==> src/rtl/raster_line_scheduler_if.sv <==
// Command, rasterizer and framebuffer-swap signal bundle for raster_line_scheduler.
// The slave modport is the scheduler itself; the master modport is its environment.
interface raster_line_scheduler_if #(
  parameter int DEPTH = 16,
  parameter int CW    = 13,
  parameter int COLW  = 4
);
  logic                      cmdValid;
  logic                      cmdReady;
  logic                      cmdFrameEnd;
  logic signed [CW-1:0]      cmdStartX, cmdEndX, cmdStartY, cmdEndY;
  logic [COLW-1:0]           cmdColor;
  logic                      flush;
  logic                      rastReady;
  logic                      rastDone;
  logic                      rastGo;
  logic signed [CW-1:0]      rastStartX, rastEndX, rastStartY, rastEndY;
  logic [COLW-1:0]           rastColor;
  logic                      swapReq;
  logic                      swapAck;
  logic [$clog2(DEPTH):0]    level;
  logic [15:0]               lineCount;
  logic [7:0]                frameCount;
  logic                      busy;

  modport slave (
    input  cmdValid, cmdFrameEnd, cmdStartX, cmdEndX, cmdStartY, cmdEndY, cmdColor,
           flush, rastReady, rastDone, swapAck,
    output cmdReady, rastGo, rastStartX, rastEndX, rastStartY, rastEndY, rastColor,
           swapReq, level, lineCount, frameCount, busy
  );

  modport master (
    output cmdValid, cmdFrameEnd, cmdStartX, cmdEndX, cmdStartY, cmdEndY, cmdColor,
           flush, rastReady, rastDone, swapAck,
    input  cmdReady, rastGo, rastStartX, rastEndX, rastStartY, rastEndY, rastColor,
           swapReq, level, lineCount, frameCount, busy
  );
endinterface

==> src/rtl/raster_line_scheduler.sv <==
// Line-command FIFO feeding the Bresenham rasterizer one segment at a time, with
// end-of-frame markers turned into a framebuffer swap once all earlier lines are drawn.
module raster_line_scheduler #(
  parameter int DEPTH = 16,
  parameter int CW    = 13,
  parameter int COLW  = 4
) (
  input logic                    clk,
  input logic                    rst,
  raster_line_scheduler_if.slave bus
);
  localparam int AW = $clog2(DEPTH);
  localparam int LW = AW + 1;

  typedef struct packed {
    logic                 fe;
    logic signed [CW-1:0] sx, ex, sy, ey;
    logic [COLW-1:0]      col;
  } cmd_t;

  typedef enum logic [1:0] {S_IDLE, S_ISSUE, S_WAIT, S_SWAP} state_t;

  state_t        state, state_nxt;
  cmd_t          mem [DEPTH];
  cmd_t          head, wdat;
  logic [AW-1:0] wp, rp;
  logic [LW-1:0] lvl;
  logic          push, pop, latch, empty;
  logic [15:0]   lines;
  logic [7:0]    frames;

  assign empty = (lvl == '0);
  assign head  = mem[rp];
  assign wdat  = {bus.cmdFrameEnd, bus.cmdStartX, bus.cmdEndX, bus.cmdStartY, bus.cmdEndY,
                  bus.cmdColor};

  assign bus.cmdReady   = (lvl != LW'(DEPTH));
  assign push           = bus.cmdValid && bus.cmdReady && !bus.flush;
  assign bus.rastGo     = (state == S_ISSUE);
  assign bus.swapReq    = (state == S_SWAP);
  assign bus.level      = lvl;
  assign bus.lineCount  = lines;
  assign bus.frameCount = frames;
  assign bus.busy       = (state != S_IDLE) || !empty;

  // Only IDLE pops; a flush in the same cycle freezes the head so nothing stale issues.
  always_comb begin
    state_nxt = state;
    pop       = 1'b0;
    latch     = 1'b0;
    case (state)
      S_IDLE: if (!bus.flush && !empty) begin
        if (head.fe) begin
          pop       = 1'b1;
          state_nxt = S_SWAP;
        end else if (bus.rastReady) begin
          pop       = 1'b1;
          latch     = 1'b1;
          state_nxt = S_ISSUE;
        end
      end
      S_ISSUE: if (bus.rastReady) state_nxt = S_WAIT;
      S_WAIT:  if (bus.rastDone)  state_nxt = S_IDLE;
      S_SWAP:  if (bus.swapAck)   state_nxt = S_IDLE;
      default: state_nxt = S_IDLE;
    endcase
  end

  always_ff @(posedge clk or posedge rst) begin
    if (rst) state <= S_IDLE;
    else     state <= state_nxt;
  end

  always_ff @(posedge clk or posedge rst) begin
    if (rst) begin
      wp  <= '0;
      rp  <= '0;
      lvl <= '0;
    end else if (bus.flush) begin
      rp  <= wp;
      lvl <= '0;
    end else begin
      if (push) wp <= wp + AW'(1);
      if (pop)  rp <= rp + AW'(1);
      lvl <= lvl + LW'(push) - LW'(pop);
    end
  end

  always_ff @(posedge clk) begin
    if (push) mem[wp] <= wdat;
  end

  // Operands stay put from the latch until the next line is latched.
  always_ff @(posedge clk or posedge rst) begin
    if (rst) begin
      bus.rastStartX <= '0;
      bus.rastEndX   <= '0;
      bus.rastStartY <= '0;
      bus.rastEndY   <= '0;
      bus.rastColor  <= '0;
    end else if (latch) begin
      bus.rastStartX <= head.sx;
      bus.rastEndX   <= head.ex;
      bus.rastStartY <= head.sy;
      bus.rastEndY   <= head.ey;
      bus.rastColor  <= head.col;
    end
  end

  always_ff @(posedge clk or posedge rst) begin
    if (rst) begin
      lines  <= '0;
      frames <= '0;
    end else if (state == S_WAIT && bus.rastDone) begin
      if (lines != 16'hFFFF) lines <= lines + 16'd1;
    end else if (state == S_SWAP && bus.swapAck) begin
      lines  <= '0;
      frames <= frames + 8'd1;
    end
  end
endmodule

==> src/flat_wrapper.sv <==
// flat-port wrapper written by rule: the top's interface ports become plain ports
module raster_line_scheduler_flat 
#(
  parameter int DEPTH = 16,
  parameter int CW    = 13,
  parameter int COLW  = 4
)
  (clk, rst, bus_cmdValid, bus_cmdFrameEnd, bus_cmdStartX, bus_cmdEndX, bus_cmdStartY, bus_cmdEndY, bus_cmdColor, bus_flush, bus_rastReady, bus_rastDone, bus_swapAck, bus_cmdReady, bus_rastGo, bus_rastStartX, bus_rastEndX, bus_rastStartY, bus_rastEndY, bus_rastColor, bus_swapReq, bus_level, bus_lineCount, bus_frameCount, bus_busy);
  raster_line_scheduler_if #(.DEPTH(DEPTH), .CW(CW), .COLW(COLW)) bus_i ();
  input logic clk;
  input logic rst;
  input wire logic [$bits(bus_i.cmdValid)-1:0] bus_cmdValid;
  input wire logic [$bits(bus_i.cmdFrameEnd)-1:0] bus_cmdFrameEnd;
  input wire logic [$bits(bus_i.cmdStartX)-1:0] bus_cmdStartX;
  input wire logic [$bits(bus_i.cmdEndX)-1:0] bus_cmdEndX;
  input wire logic [$bits(bus_i.cmdStartY)-1:0] bus_cmdStartY;
  input wire logic [$bits(bus_i.cmdEndY)-1:0] bus_cmdEndY;
  input wire logic [$bits(bus_i.cmdColor)-1:0] bus_cmdColor;
  input wire logic [$bits(bus_i.flush)-1:0] bus_flush;
  input wire logic [$bits(bus_i.rastReady)-1:0] bus_rastReady;
  input wire logic [$bits(bus_i.rastDone)-1:0] bus_rastDone;
  input wire logic [$bits(bus_i.swapAck)-1:0] bus_swapAck;
  output wire logic [$bits(bus_i.cmdReady)-1:0] bus_cmdReady;
  output wire logic [$bits(bus_i.rastGo)-1:0] bus_rastGo;
  output wire logic [$bits(bus_i.rastStartX)-1:0] bus_rastStartX;
  output wire logic [$bits(bus_i.rastEndX)-1:0] bus_rastEndX;
  output wire logic [$bits(bus_i.rastStartY)-1:0] bus_rastStartY;
  output wire logic [$bits(bus_i.rastEndY)-1:0] bus_rastEndY;
  output wire logic [$bits(bus_i.rastColor)-1:0] bus_rastColor;
  output wire logic [$bits(bus_i.swapReq)-1:0] bus_swapReq;
  output wire logic [$bits(bus_i.level)-1:0] bus_level;
  output wire logic [$bits(bus_i.lineCount)-1:0] bus_lineCount;
  output wire logic [$bits(bus_i.frameCount)-1:0] bus_frameCount;
  output wire logic [$bits(bus_i.busy)-1:0] bus_busy;
  assign bus_i.cmdValid = bus_cmdValid;
  assign bus_i.cmdFrameEnd = bus_cmdFrameEnd;
  assign bus_i.cmdStartX = bus_cmdStartX;
  assign bus_i.cmdEndX = bus_cmdEndX;
  assign bus_i.cmdStartY = bus_cmdStartY;
  assign bus_i.cmdEndY = bus_cmdEndY;
  assign bus_i.cmdColor = bus_cmdColor;
  assign bus_i.flush = bus_flush;
  assign bus_i.rastReady = bus_rastReady;
  assign bus_i.rastDone = bus_rastDone;
  assign bus_i.swapAck = bus_swapAck;
  assign bus_cmdReady = bus_i.cmdReady;
  assign bus_rastGo = bus_i.rastGo;
  assign bus_rastStartX = bus_i.rastStartX;
  assign bus_rastEndX = bus_i.rastEndX;
  assign bus_rastStartY = bus_i.rastStartY;
  assign bus_rastEndY = bus_i.rastEndY;
  assign bus_rastColor = bus_i.rastColor;
  assign bus_swapReq = bus_i.swapReq;
  assign bus_level = bus_i.level;
  assign bus_lineCount = bus_i.lineCount;
  assign bus_frameCount = bus_i.frameCount;
  assign bus_busy = bus_i.busy;
  raster_line_scheduler #(.DEPTH(DEPTH), .CW(CW), .COLW(COLW)) u_core (.clk(clk), .rst(rst), .bus(bus_i));
endmodule
==> config.mk <==
export PLATFORM = sky130hd
export DESIGN_NAME = raster_line_scheduler_flat
export DESIGN_NICKNAME = d
export VERILOG_FILES = /design/src/rtl/raster_line_scheduler_if.sv /design/src/rtl/raster_line_scheduler.sv /design/src/flat_wrapper.sv
export SDC_FILE = /design/constraint.sdc
export NUM_CORES = 1
export LEC_CHECK = 0
export ABC_AREA = 1
export CORE_MARGIN = 5
export CORE_UTILIZATION = 45
export CTS_CLUSTER_SIZE = 20
export DETAILED_ROUTE_END_ITERATION = 8
export PLACE_DENSITY = 0.65
export SLEW_MARGIN = 20
export SYNTH_ARGS = -nofsm -noshare
export SYNTH_HDL_FRONTEND = slang
export SYNTH_SLANG_ARGS = --single-unit
==> constraint.sdc <==
create_clock -name clk -period 4.36 [get_ports clk]
set_clock_uncertainty 0.1 [all_clocks]
set_input_delay 1.09 -clock clk [delete_from_list [all_inputs] [get_ports clk]]
set_output_delay 1.09 -clock clk [all_outputs]
set_load 0.02 [all_outputs]
# Yosys cells after proc, flatten, opt, wreduce, memory -nomap -nowiden
# Memories as Yosys holds them, arrays and structs flattened.
# Index checks and enable logic that the tools add are counted.
# classes
n_bitwise,2
muxes,22
add_sub_neg,6
n_reduce_logical,17
eq_ne,11
# op_table
op,count
16-bit two-way mux,3
16-bit by 1-bit adder with 16-bit output (second input constant),1
16-bit != test (second input constant),1
2-bit two-way mux,6
1-bit two-way mux,9
4-bit by 1-bit adder with 4-bit output (second input constant),2
8-bit by 1-bit adder with 8-bit output (second input constant),1
4-bit two-way mux,2
2-bit != test (second input constant),4
2-bit one-hot mux with 4 select lines,1
2-bit AND reduction,3
2-bit nonzero test,3
5-bit by 1-bit adder with 5-bit output,1
1-bit logical AND,5
5-bit zero test,1
5-bit two-way mux,1
5-bit != test (second input constant),1
5-bit AND reduction,1
5-bit by 1-bit subtractor with 5-bit output,1
2-bit == test (second input constant),2
3-bit by 2-bit != test with 1-bit output (second input constant),1
2-bit by 1-bit == test with 1-bit output (second input constant),1
1-bit zero test,2
2-bit zero test,1
3 further kinds,4
# totals
n_memories,1
out_inout_bits,89
inputBits,64
word_cells,70
ramBits,912
reg_bits,95
# mem_list
memory,depth,width,rd,rd_clocked_by_memory_dff,wr,line,source
u_core.mem,16,57,1,0,1,raster_line_scheduler.sv:24,cmd_t mem [DEPTH];

# Logic depth before layout (Yosys ltp)
# logic_depth
ltp_word,7
depth_mapped,22

# Worst setup path after synthesis
# OpenSTA, ideal clock, no wires.
# synth_timing
path_kind,input -> register
from,input port bus_flush
to,"memory u_core.mem[11][0] (netlist bit), enable pin"
t_required_ns,3.788
setup_slack_ns,-0.342
setup_time_ns,0.472
arrival_time_ns,4.130
cell_stages,6
path_buffers,1
cell_sequence,clkbuf_1 > inv_1 > nand3_1 > clkinv_1 > nand2_1 > nor2_1
# synth_between
elab_chain_cells,4
# synth_lines
element,line,source
start: declaration,flat_wrapper.sv:19,input wire logic [$bits(bus_i.flush)-1:0] bus_flush;
1-bit zero test,raster_line_scheduler.sv:38,assign push = bus.cmdValid && bus.cmdReady && !bus.flush;
1-bit logical AND,raster_line_scheduler.sv:38,
1-bit two-way mux,raster_line_scheduler.sv:90,if (push) mem[wp] <= wdat;
1-bit two-way mux (not written as such),raster_line_scheduler.sv:90,
end: declaration,raster_line_scheduler.sv:24,
# Every way passes these cells.

# Final worst setup path
# layout_timing
from,register u_core.rp[0]
to,"register u_core.lvl[4], in the netlist u_core.bus.level[4]"
# layout_between
elab_chain_cells,6
# layout_lines
element,line,source
start: declaration,raster_line_scheduler.sv:26,"logic [AW-1:0] wp, rp;"
start signal: assignment,raster_line_scheduler.sv:80,rp <= wp;
start signal: assignment,raster_line_scheduler.sv:84,if (pop) rp <= rp + AW'(1);
memory read 16 x 57 bit,n/a,
1-bit two-way mux,raster_line_scheduler.sv:53,if (head.fe) begin
1-bit two-way mux,raster_line_scheduler.sv:52,S_IDLE: if (!bus.flush && !empty) begin
1-bit two-way mux,raster_line_scheduler.sv:51,case (state)
5-bit by 1-bit subtractor with 5-bit output,raster_line_scheduler.sv:85,lvl <= lvl + LW'(push) - LW'(pop);
5-bit two-way mux,raster_line_scheduler.sv:79,end else if (bus.flush) begin
end signal: assignment,raster_line_scheduler.sv:85,
end: declaration,raster_line_scheduler.sv:27,logic [LW-1:0] lvl;
# Every way passes these cells.
# A chain may end at the register's enable or synchronous reset.

==> metrics <==
top-count cell post-synth=edfxtp_1; DP HPWL=48100 microns; vias in the first global route=24600; root buf cell=clkbuf_16; Top-Level Pins=153; Static Leak=0.0155 uW; Max Slew Vio Count=0; vias per cell=5.61; core region area=0.0882 sq mm; Clock power frac=0.296; Setup Viol. Count Final=0; wire length on met2=44700 microns; drt wl/cell=21.5 microns; logic gate share of total power=0.300; Switch Pwr=10100 uW; peak supply drop=0.496 mV; worst skew pair latency=0.67 ns; final instance area=0.0461 sq mm; actual transition at the worst max-transition pin=1.07 ns; final hold violations=0; Syn Nets=3190; Post-Syn Area per Cell=12.8 sq um; CP required=4.80 ns; FP Rows=109; WHS Path Cells=1; first-pass GRT wire length=147000 microns; Reg2Reg Depth=20; Top Metal Used=met5; Syn Inst Count=3112; slowest CP cell=dfrtp_4; synth warn=0; Tot Pwr=29100 uW; Worst Setup End Kind=flip-flop; DRT iter0 DRCs=2461; worst reg2reg path startpoint=u_core.rp[0]; hold worst-path end=u_core.bus.frameCount[7]; total track usage=0.200; clk slew on worst S/H paths=0.06 ns; worst hold path type=reg2reg; Sink Count=1007; post-layout net count=3302; relative slew slack=0.284; sequential power share=0.403; placed inst area=0.0427 sq mm; CTS tree=done; worst hold path startpoint=u_core.bus.frameCount[7]; Final ANT Viol Nets=0; final-layout fill cell count=7299; max-capacitance violation count=0; fin crit share=0.813; largest net degree at the start of global routing=207; Worst path max stage delay=0.89 ns; Setup crit start kind=flip-flop; RSZ-0062 raised after global routing=no; hold_ws=0.368 ns; Post-synth EDFFs=912; Critical R2R Capture=u_core.bus.level[4]; Switching Fraction=0.345; Synth top cells by count=edfxtp_1 (912), nor2_1 (628), o21ai_0 (334); Fmax=282 MHz; post-synthesis cell type count=36; Metal-1 WL=42200 microns; wire length on met3=7160 microns; Mapped Area=0.0399 sq mm; # hold bufs at CTS=0; die width=308 microns; final non-filler cell total=4479; vias post-DR=25100; drt first pass iters=7; Worst EP arrival=3.99 ns; layout cells sized above 1=0.0746; ranking of synthesized cells by area=edfxtp_1 (69%), dfrtp_1 (6.0%), nor2_1 (5.9%), o21ai_0 (4.2%), nand2_1 (2.9%); r2r setup slk=0.82 ns; DP Worst Slack=0.596 ns; WS Path Type=reg2reg; ys async rst share=0.0943; sequential element share of the synthesized area=0.746; Resize count post-CTS=0; Starting Density=0.452; fin worst setup slack=0.815 ns; Clock Tree Buf Depth=3; Main synth FF type=edfxtp_1; die area=0.0947 sq mm; cells along the critical path=inv_12, nand2_1, nand2_1, nand2_1, nand3_1, nand3_2, nand3_1, nand2_1, inv_1, ha_1, inv_1, ha_1, inv_1, fa_1, inv_1, a21oi_1, nor2_1, nor2_1, xor2_1, nor2_1; Inserted Clock Buffers=102; die height=308 microns; Pint=19100 uW; H-tree levels=3; total gr overflow=0; gpl congestion=0.766; initial antenna violation count=6; Synth-to-Final Area Change=15.6%; post-synth top area share=0.686; Port Buf Inserts=152; status=completed; crit path time final=3.54 ns; crit path max fanout=57; Routed WL=96300 microns; Yosys reg bits=1007; Power Density=632 mW/mm^2; Remaining DRCs=0; post-placement cell count=4285; Synth area leader=edfxtp_1; post-CTS setup buffer count=0
cells in the final DEF (no fill, tap or decap), types with 10 or more instances in the layout:
cell / count
buf_12: 16
buf_4: 44
clkbuf_1: 26
clkbuf_16: 104
clkbuf_8: 10
clkdlybuf4s50_1: 152
clkinv_1: 17
clkinv_2: 20
dfrtp_1: 91
edfxtp_1: 912
ha_1: 13
inv_1: 50
nand2_1: 309
nand3_1: 74
nor2_1: 612
nor2_4: 16
nor3_1: 10
o211ai_1: 137
o21ai_0: 334
o21ai_1: 198
o221ai_1: 87
xor2_1: 15
per-stage QoR:
stage | setup TNS [ns] | util
3_5_place_dp | 0 | 0.484
4_1_cts | 0 | 0.522
6_report | 0 | 0.523
5_1_grt | 0 | 0.523
2_1_floorplan | -194.14 | -
3_3_place_gp | 0 | 0.484
power groups by stage:
stage | clock network (uW) | logic [uW] | registers [uW]
after detailed placement | 0 | 8770 | 11900
final | 8640 | 8750 | 11700
after CTS | 8800 | 8810 | 11800
after global routing | 9230 | 9710 | 11800
after floorplan | 0 | 5640 | 12100
after global placement | 0 | 8680 | 11900
worst max-delay path by stage:
stage                        start                   to  slack, ns  depth (start not counted)
2_1_floorplan            bus_flush    u_core.mem[11][0]      -0.34                          6
6_report              u_core.rp[0]  u_core.bus.level[4]       0.82                         20
3_5_place_dp             bus_flush  u_core.bus.level[4]       0.60                         19
3_3_place_gp             bus_flush  u_core.bus.level[4]       0.55                         19
4_1_cts        u_core.bus.level[3]             bus_busy       0.75                          5
5_1_grt               u_core.rp[0]  u_core.bus.level[4]       0.47                         20
per-layer routing:
| layer | vias up | GRT usage |
|---|---|---|
| met5 | - | 0 |
| met4 | 4 | 0.0611 |
| met3 | 156 | 0.0301 |
| met2 | 958 | 0.315 |
| met1 | 12500 | 0.291 |
| li1 | 11600 | - |
cell families after synthesis:
| group | Yosys count | synth area share |
|---|---|---|
| buffers and inverters | 262 | 0.0293 |
| AO/OA/AOI/OAI | 767 | 0.113 |
| flip-flops | 1007 | 0.746 |
| XOR/XNOR | 22 | 0.00483 |
| adder cells (fa/ha/maj) | 14 | 0.00458 |
| AND/OR/NAND/NOR | 1040 | 0.102 |
critical path, delay by kind of cell (launching register included):
kind	cells	cell delay [ns]
buffers and inverters	5	0.48
AOI/OAI and AO/OA	1	0.07
adders and majority gates	3	0.77
xor gates and xnor gates	1	0.13
and+or+nand+nor	10	0.96
DFF	1	0.89
state kept, by name, indices dropped and copies added (netlist names):
register,cells
u_core.bus.lineCount,16
u_core.rp,4
u_core.state,2
u_core.bus.frameCount,8
u_core.bus.rastStartY,13
u_core.wp,4
u_core.mem,912
u_core.bus.rastStartX,13
u_core.bus.rastColor,4
u_core.bus.level,5
u_core.bus.rastEndY,13
u_core.bus.rastEndX,13
final cells by class:
type | count | area, sq um | area share
inverters | 58 | 241 | 0.00524
diodes | 3 | 7.51 | 0.000163
multi-input cells | 1843 | 9100 | 0.197
well taps | 1165 | 1460 | 0.0316
repair buffers | 212 | 2170 | 0.0471
flip-flops and latches | 1007 | 29800 | 0.646
clock buffers | 140 | 2840 | 0.0615
clock inverters | 51 | 517 | 0.0112
Power figures use the tool's default switching activity.
